<file path="src/rtl/game_pkg.sv">
// Shared phase encoding and default tick constants for the Snake screen sequencer.
package game_pkg;
  typedef enum logic [2:0] {
    TITLE     = 3'd0,
    COUNTDOWN = 3'd1,
    PLAY      = 3'd2,
    PAUSED    = 3'd3,
    GAMEOVER  = 3'd4
  } state_t;

  localparam int DEF_COUNTDOWN_TICKS     = 3;
  localparam int DEF_GAMEOVER_HOLD_TICKS = 60;
endpackage

</file>
<file path="src/rtl/game_phase_ctrl_rise_detect.sv">
// Registered rising-edge detector; preset to 1 so a level held through reset gives no edge.
module rise_detect (
  input  logic clk,
  input  logic rst,
  input  logic i_d,
  output logic o_rise
);
  logic r_q;

  always_ff @(posedge clk or posedge rst) begin
    if (rst) r_q <= 1'b1;
    else     r_q <= i_d;
  end

  assign o_rise = i_d & ~r_q;
endmodule

</file>
<file path="src/rtl/game_phase_ctrl.sv">
// Title / countdown / play / pause / game-over sequencer driving overlay selects and snake-core enables.
module game_phase_ctrl
  import game_pkg::*;
#(
  parameter int CNT_W               = 8,
  parameter int COUNTDOWN_TICKS     = DEF_COUNTDOWN_TICKS,
  parameter int GAMEOVER_HOLD_TICKS = DEF_GAMEOVER_HOLD_TICKS,
  parameter int SKIP_TITLE          = 0,
  parameter int GAME_CNT_W          = 8
) (
  input  logic                  clk,
  input  logic                  rst,
  input  logic                  tick,
  input  logic                  start,
  input  logic                  pause,
  input  logic                  is_dead,
  output logic                  show_title,
  output logic                  show_game_over,
  output logic                  show_paused,
  output logic                  game_run,
  output logic                  new_game,
  output logic [CNT_W-1:0]      countdown,
  output logic [GAME_CNT_W-1:0] games_played
);
  localparam logic [CNT_W-1:0] LP_CD   = CNT_W'(COUNTDOWN_TICKS);
  localparam logic [CNT_W-1:0] LP_HOLD = CNT_W'(GAMEOVER_HOLD_TICKS);
  localparam state_t           LP_GO   = (COUNTDOWN_TICKS == 0) ? PLAY : COUNTDOWN;

  state_t                r_state, w_nxt;
  logic [CNT_W-1:0]      r_cnt, w_cnt, r_hold, w_hold;
  logic [GAME_CNT_W-1:0] r_games, w_games;
  logic                  w_ng, w_start_rise, w_pause_rise;
  logic                  r_title, r_over, r_paused, r_run, r_ng;

  rise_detect u_start_rd (.clk(clk), .rst(rst), .i_d(start), .o_rise(w_start_rise));
  rise_detect u_pause_rd (.clk(clk), .rst(rst), .i_d(pause), .o_rise(w_pause_rise));

  always_comb begin
    w_nxt   = r_state;
    w_cnt   = r_cnt;
    w_hold  = r_hold;
    w_games = r_games;
    w_ng    = 1'b0;
    case (r_state)
      TITLE: if (w_start_rise) begin
        w_nxt = LP_GO;
        w_cnt = LP_CD;
        w_ng  = 1'b1;
      end
      COUNTDOWN: if (tick) begin
        w_cnt = r_cnt - 1'b1;
        if (r_cnt <= CNT_W'(1)) begin
          w_nxt = PLAY;
          w_cnt = '0;
        end
      end
      PLAY: if (is_dead) begin
        w_nxt  = GAMEOVER;
        w_hold = LP_HOLD;
        if (r_games != '1) w_games = r_games + 1'b1;
      end else if (w_pause_rise) begin
        w_nxt = PAUSED;
      end
      PAUSED: if (w_pause_rise) w_nxt = PLAY;
      GAMEOVER: begin
        // A press during the hold window is simply dropped; only a fresh edge after hold==0 counts.
        if (w_start_rise && r_hold == '0) begin
          if (SKIP_TITLE != 0) begin
            w_nxt = LP_GO;
            w_cnt = LP_CD;
            w_ng  = 1'b1;
          end else begin
            w_nxt = TITLE;
          end
        end else if (tick && r_hold != '0) begin
          w_hold = r_hold - 1'b1;
        end
      end
      default: begin
        w_nxt = TITLE;
        w_cnt = '0;
      end
    endcase
  end

  always_ff @(posedge clk or posedge rst) begin
    if (rst) begin
      r_state  <= TITLE;
      r_cnt    <= '0;
      r_hold   <= '0;
      r_games  <= '0;
      r_ng     <= 1'b0;
      r_title  <= 1'b1;
      r_over   <= 1'b0;
      r_paused <= 1'b0;
      r_run    <= 1'b0;
    end else begin
      r_state  <= w_nxt;
      r_cnt    <= w_cnt;
      r_hold   <= w_hold;
      r_games  <= w_games;
      r_ng     <= w_ng;
      r_title  <= (w_nxt == TITLE);
      r_over   <= (w_nxt == GAMEOVER);
      r_paused <= (w_nxt == PAUSED);
      r_run    <= (w_nxt == PLAY);
    end
  end

  assign show_title     = r_title;
  assign show_game_over = r_over;
  assign show_paused    = r_paused;
  assign game_run       = r_run;
  assign new_game       = r_ng;
  assign countdown      = r_cnt;
  assign games_played   = r_games;
endmodule

</file>
<file path="config.mk">
export PLATFORM = sky130hd
export DESIGN_NAME = game_phase_ctrl
export DESIGN_NICKNAME = d
export VERILOG_FILES = /design/src/rtl/game_pkg.sv /design/src/rtl/game_phase_ctrl_rise_detect.sv /design/src/rtl/game_phase_ctrl.sv
export SDC_FILE = /design/constraint.sdc
export NUM_CORES = 1
export LEC_CHECK = 0
export BUFFER_PORTS_ARGS = -buffer_cell sky130_fd_sc_hd__buf_4
export CORE_MARGIN = 5
export CORE_UTILIZATION = 45
export CTS_BUF_LIST = sky130_fd_sc_hd__clkbuf_8
export DETAILED_ROUTE_END_ITERATION = 10
export PLACE_DENSITY = 0.64
export SLEW_MARGIN = 30
export SYNTH_ARGS = -nofsm -noshare
export SYNTH_HDL_FRONTEND = slang
export SYNTH_SLANG_ARGS = --single-unit
</file>
<file path="constraint.sdc">
create_clock -name clk -period 2.72 [get_ports clk]
set_clock_uncertainty 0.15 [all_clocks]
set_input_delay 0.408 -clock clk [delete_from_list [all_inputs] [get_ports clk]]
set_output_delay 0.408 -clock clk [all_outputs]
set_load 0.005 [all_outputs]
</file>
Word-level counts from Yosys, hierarchy flattened
Cells that the tools add are included.
Cells by class
  equal/unequal tests: 13
  reductions and logical operators: 11
  bitwise logic cells: 5
  add/subtract/negate cells: 3
  multiplexer cells: 18
  magnitude comparators: 1
Operators by type and width (count)
  8-bit two-way mux: 6
  8-bit one-hot mux with 3 select lines: 1
  3-bit two-way mux: 7
  8-bit one-hot mux with 2 select lines: 1
  8-bit by 1-bit subtractor with 8-bit output, second input constant: 2
  3-bit one-hot mux with 5 select lines: 1
  3-bit by 2-bit equality test with 1-bit output, second input constant: 4
  2-bit inequality test, second input constant: 5
  8-bit by 1-bit adder with 8-bit output, second input constant: 1
  8-bit by 1-bit less-or-equal comparator with 1-bit output, second input constant: 1
  8-bit zero test: 1
  8-bit inequality test, second input constant: 1
  8-bit nonzero test: 1
  3-bit equality test, second input constant: 2
  3-bit zero test: 2
  3-bit AND reduction: 2
  4-bit AND reduction: 1
  3-bit by 1-bit equality test with 1-bit output, second input constant: 1
  1-bit inverter: 3
  3-bit OR reduction: 1
  1-bit AND: 2
  1-bit logical AND: 2
  1-bit two-way mux: 2
  2-bit nonzero test: 1
Word-level totals
  output and inout port bits: 21
  word-level logic and storage cells: 62
  bits of input ports: 6
  bits in registers: 34

Logic depth before layout (Yosys ltp)
  depth after elaboration: 6
  gate-level depth with buffers: 6
  depth with buffers taken out: 6

Modules after synthesis
A second synthesis with hierarchy kept.
Second synthesis, totals
  cells, all modules: 172
  area total of the unflattened synthesis: 1751.7 µm²
By module, submodules not included
  game_phase_ctrl: area an instance 1664.1 µm², instances 1, sequential area each 802.0 µm², cells each 166
  rise_detect: area an instance 43.8 µm², instances 2, sequential area each 26.3 µm², cells each 3

Worst setup path after synthesis
Ideal clock, no wire load.
  path type: reg-to-reg
  start: register r_hold[0]
  end: register r_hold[5]
  clock period less this slack: 1953 ps
  setup time: 132 ps
  path buffers: 0
  required time: 2438 ps
  cell stages (with the launch flop): 7
  setup slack: 767 ps
  arrival time: 1671 ps
  cell sequence: dfrtp_1 -> inv_1 -> ha_1 -> or3b_2 -> o211ai_1 -> nor3_1 -> or3b_1
Between the ends
  longest elaborated chain between the ends: 4
  elaborated cells between the ends (all ways): 11
  classes of those cells: add/sub (1); eq/ne (2); mux (3); reduce/logical (5)
RTL lines
  start: declaration: RTL line game_phase_ctrl.sv:30  | logic [CNT_W-1:0] r_cnt, w_cnt, r_hold, w_hold;
  start signal: assignment: RTL line game_phase_ctrl.sv:100  | r_hold <= w_hold;
  8-bit by 1-bit subtractor with 8-bit output, or another cell as far along: RTL line game_phase_ctrl.sv:76  | w_hold = r_hold - 1'b1;
  8-bit two-way mux, or another cell as far along: RTL line game_phase_ctrl.sv:75  | end else if (tick && r_hold != '0) begin
  8-bit two-way mux or 2-bit inequality test (tied branches)
  8-bit one-hot mux with 2 select lines or 4-bit AND reduction (tied branches)
Parallel ways exist; a longest one is shown, timed or not. The select of a mux whose other input is x is not followed.
A chain may end at the register's enable or synchronous reset.

Final worst setup path
Ends and elaborated chain as after synthesis.

==> impl_metrics.json <==
{
  "cts_tree": "done",
  "cts-root-buf": "clkbuf_8",
  "drt_wl_total_um": 4013,
  "synth_nets": 199,
  "hold_viol_final": 0,
  "synth-edff-count": 0,
  "cts.clk_slew.worst_paths_ps": 70,
  "rows": 23,
  "cap_violations": 0,
  "critical_path.max_fanout": 4,
  "die_w_um": 73.89,
  "async_flop_share": 1.000,
  "place.gp.congestion": 0.8312,
  "hp-class": "in -> async",
  "postCtsHoldBufs": 0,
  "synth.most_common_cell": "dfrtp_1",
  "grt_pass1_vias": 1549,
  "ant_nets": 0,
  "power_leakage_nw": 0.9683,
  "yosys_most_used_dff": "dfrtp_1",
  "yosysUniqueCellTypes": 44,
  "placed_cell_area_sq_um": 2066,
  "grt_usage": 0.1644,
  "critPathRequiredTime_ps": 2730,
  "synthXorXnorAreaFrac": 0.01907,
  "ys_seq_area_frac": 0.4653,
  "avgViaCountPerCell": 5.871,
  "cts_buffers": 5,
  "start_util": 0.4625,
  "io_pins": 27,
  "yosys.area_share.adder": 0.03406,
  "finalSetupTns_ps": 0,
  "cts.path.max_buffers": 2,
  "first_pass_iters": 4,
  "rsz0062_at_grt": "false",
  "ys_ff_latch": 34,
  "period_share": 0.7813,
  "hold_slack_ps": 69.23,
  "cts_max_level": 2,
  "worst_setup_path_start_kind": "flip-flop",
  "synthSimpleGateAreaFrac": 0.2650,
  "n_antenna_cell": 0,
  "worst_setup_path_end_kind": "flip-flop",
  "setup-violations-final": 0,
  "grt_overflow": 0,
  "yosysTopAreaCell": "dfrtp_1",
  "syn_area_per_cell_sq_um": 9.770,
  "synthTopCellsByCount": "dfrtp_1, nand2_1, nor2_1",
  "fp.dieH_um": 73.89,
  "post-route-min-period_ps": 2125,
  "dieArea_sq_um": 5460,
  "power_density_nw_per_um2": 1025,
  "critPathKind": "reg -> reg",
  "design_area_sq_um": 2161,
  "fillCellCount": 359,
  "layout-drive-gt1-share": 0.2523,
  "drt-initial-drc-count": 132,
  "area_growth_pct": 17.64,
  "pre_cts_ws_ps": 586.3,
  "dp_hpwl_um": 2876,
  "crit_arrival_ps": 2140,
  "numClockSinks": 34,
  "worst_slew_pin_slew_ps": 453.4,
  "grt_pass1_wl_um": 6858,
  "cts_resized": 0,
  "synth.top_cell.area_share": 0.4223,
  "antenna_found_initial": 0,
  "timing.fmax_ghz": 0.4706,
  "synth_cells": 188,
  "synth.area.top_cells": "dfrtp_1, dfstp_2, ha_1",
  "synth-compound-area-share": 0.1294,
  "fin_util": 0.5441,
  "synth_top_family_by_area": "simple AND/OR/NAND/NOR gates",
  "final_nets": 224,
  "ir_worst_vdd_mv": 0.3694,
  "clock_latency_ps": 290,
  "core-area_sq_um": 3971,
  "synthMuxAreaShare": 0.04496,
  "grt_max_degree": 35,
  "vias": 1550,
  "drv_slew": 0,
  "fin_ws_ps": 594.8,
  "yosysWarnings": 0,
  "status": "complete, no violations",
  "slew_headroom": 0.6977,
  "post-cts-setup-buffers": 0,
  "drc": 0,
  "syn-cell-area_sq_um": 1837,
  "drt-wirelength-per-cell_um": 15.20,
  "port_buffers": 26
}
==> kinds of logic (layout without fill, tap and decap cells) <==
logic type	after synthesis	after routing
multiplexers	8	8
buffers and inverters	19	45
AO/OA/AOI/OAI	35	35
AND/OR/NAND/NOR	83	83
adder cells (fa/ha/maj)	5	5
XOR/XNOR	4	4
flip-flops	34	34
==> power by group <==
part           total (mW)  switching (mW)  internal [mW]
clock               0.393           0.190          0.203
sequential          0.882           0.213          0.670
combinational       0.940           0.468          0.472
==> critical path, cell delays in order, from the launching register on <==
cell and delay, ps:
dfrtp_1 410, inv_1 90, ha_1 180, or3b_2 470
o211ai_1 270, nor3_1 80, or3b_1 350
==> placed cells by master (no fill, tap or decap), types with 2 or more instances in the layout <==
cell	n
a21oi_1	9
a32o_1	3
and2_1	3
and3_1	2
and4bb_2	2
buf_4	28
clkbuf_8	6
dfrtp_1	31
dfstp_2	3
ha_1	5
inv_1	9
mux2_2	2
mux2i_1	6
nand2_1	14
nand2b_1	4
nand3_1	2
nand4_1	3
nor2_1	14
nor3_1	8
nor4_1	6
o21ai_0	8
o31a_1	2
o31ai_1	5
or2_2	4
or3_1	3
or3_2	2
or3b_2	2
or4_1	7
or4b_1	2
xnor2_1	2
xor2_1	2
==> per-stage QoR <==
step / total power [mW] / instances
2_1_floorplan: 1.506 / 188
3_3_place_gp: 1.786 / 256
3_5_place_dp: 1.835 / 256
4_1_cts: 2.235 / 264
5_1_grt: 2.411 / 264
6_report: 2.215 / 264
==> final timing paths <==
kind | cells past startpoint | slack [ps] | endpoint | startpoint
max | 6 | 590 | r_hold[5] | r_hold[0]
min | 3 | 70 | game_run | rst
max reg2reg | 6 | 590 | r_hold[5] | r_hold[0]
min reg2reg | 1 | 370 | r_hold[0] | r_hold[0]
max in group asynchronous | 3 | 2010 | show_title | rst
min in group clk | 1 | 80 | u_start_rd.r_q | start
==> final cells by class <==
type,count,area [sq um],area share
inverters,9,33.78,0.01563
flip-flops and latches,34,854.6,0.3955
clock inverters,2,12.51,0.005790
well taps,50,62.56,0.02895
multi-input cells,135,904.6,0.4186
repair buffers,28,210.2,0.09728
clock buffers,6,82.58,0.03822
==> sequential cells by signal (all words and copies together), names as in the netlist <==
register / cells
show_paused: 1
u_start_rd.r_q: 1
u_pause_rd.r_q: 1
r_state: 3
countdown: 8
game_run: 1
games_played: 8
r_hold: 8
new_game: 1
show_title: 1
show_game_over: 1
==> routing by layer <==
metal | wire (um) | global-route usage
met5 | 0 | 0
met4 | 65 | 0.06036
met1 | 1677 | 0.1938
met3 | 217 | 0.04925
met2 | 2052 | 0.2805
Power figures use the tool's default switching activity.
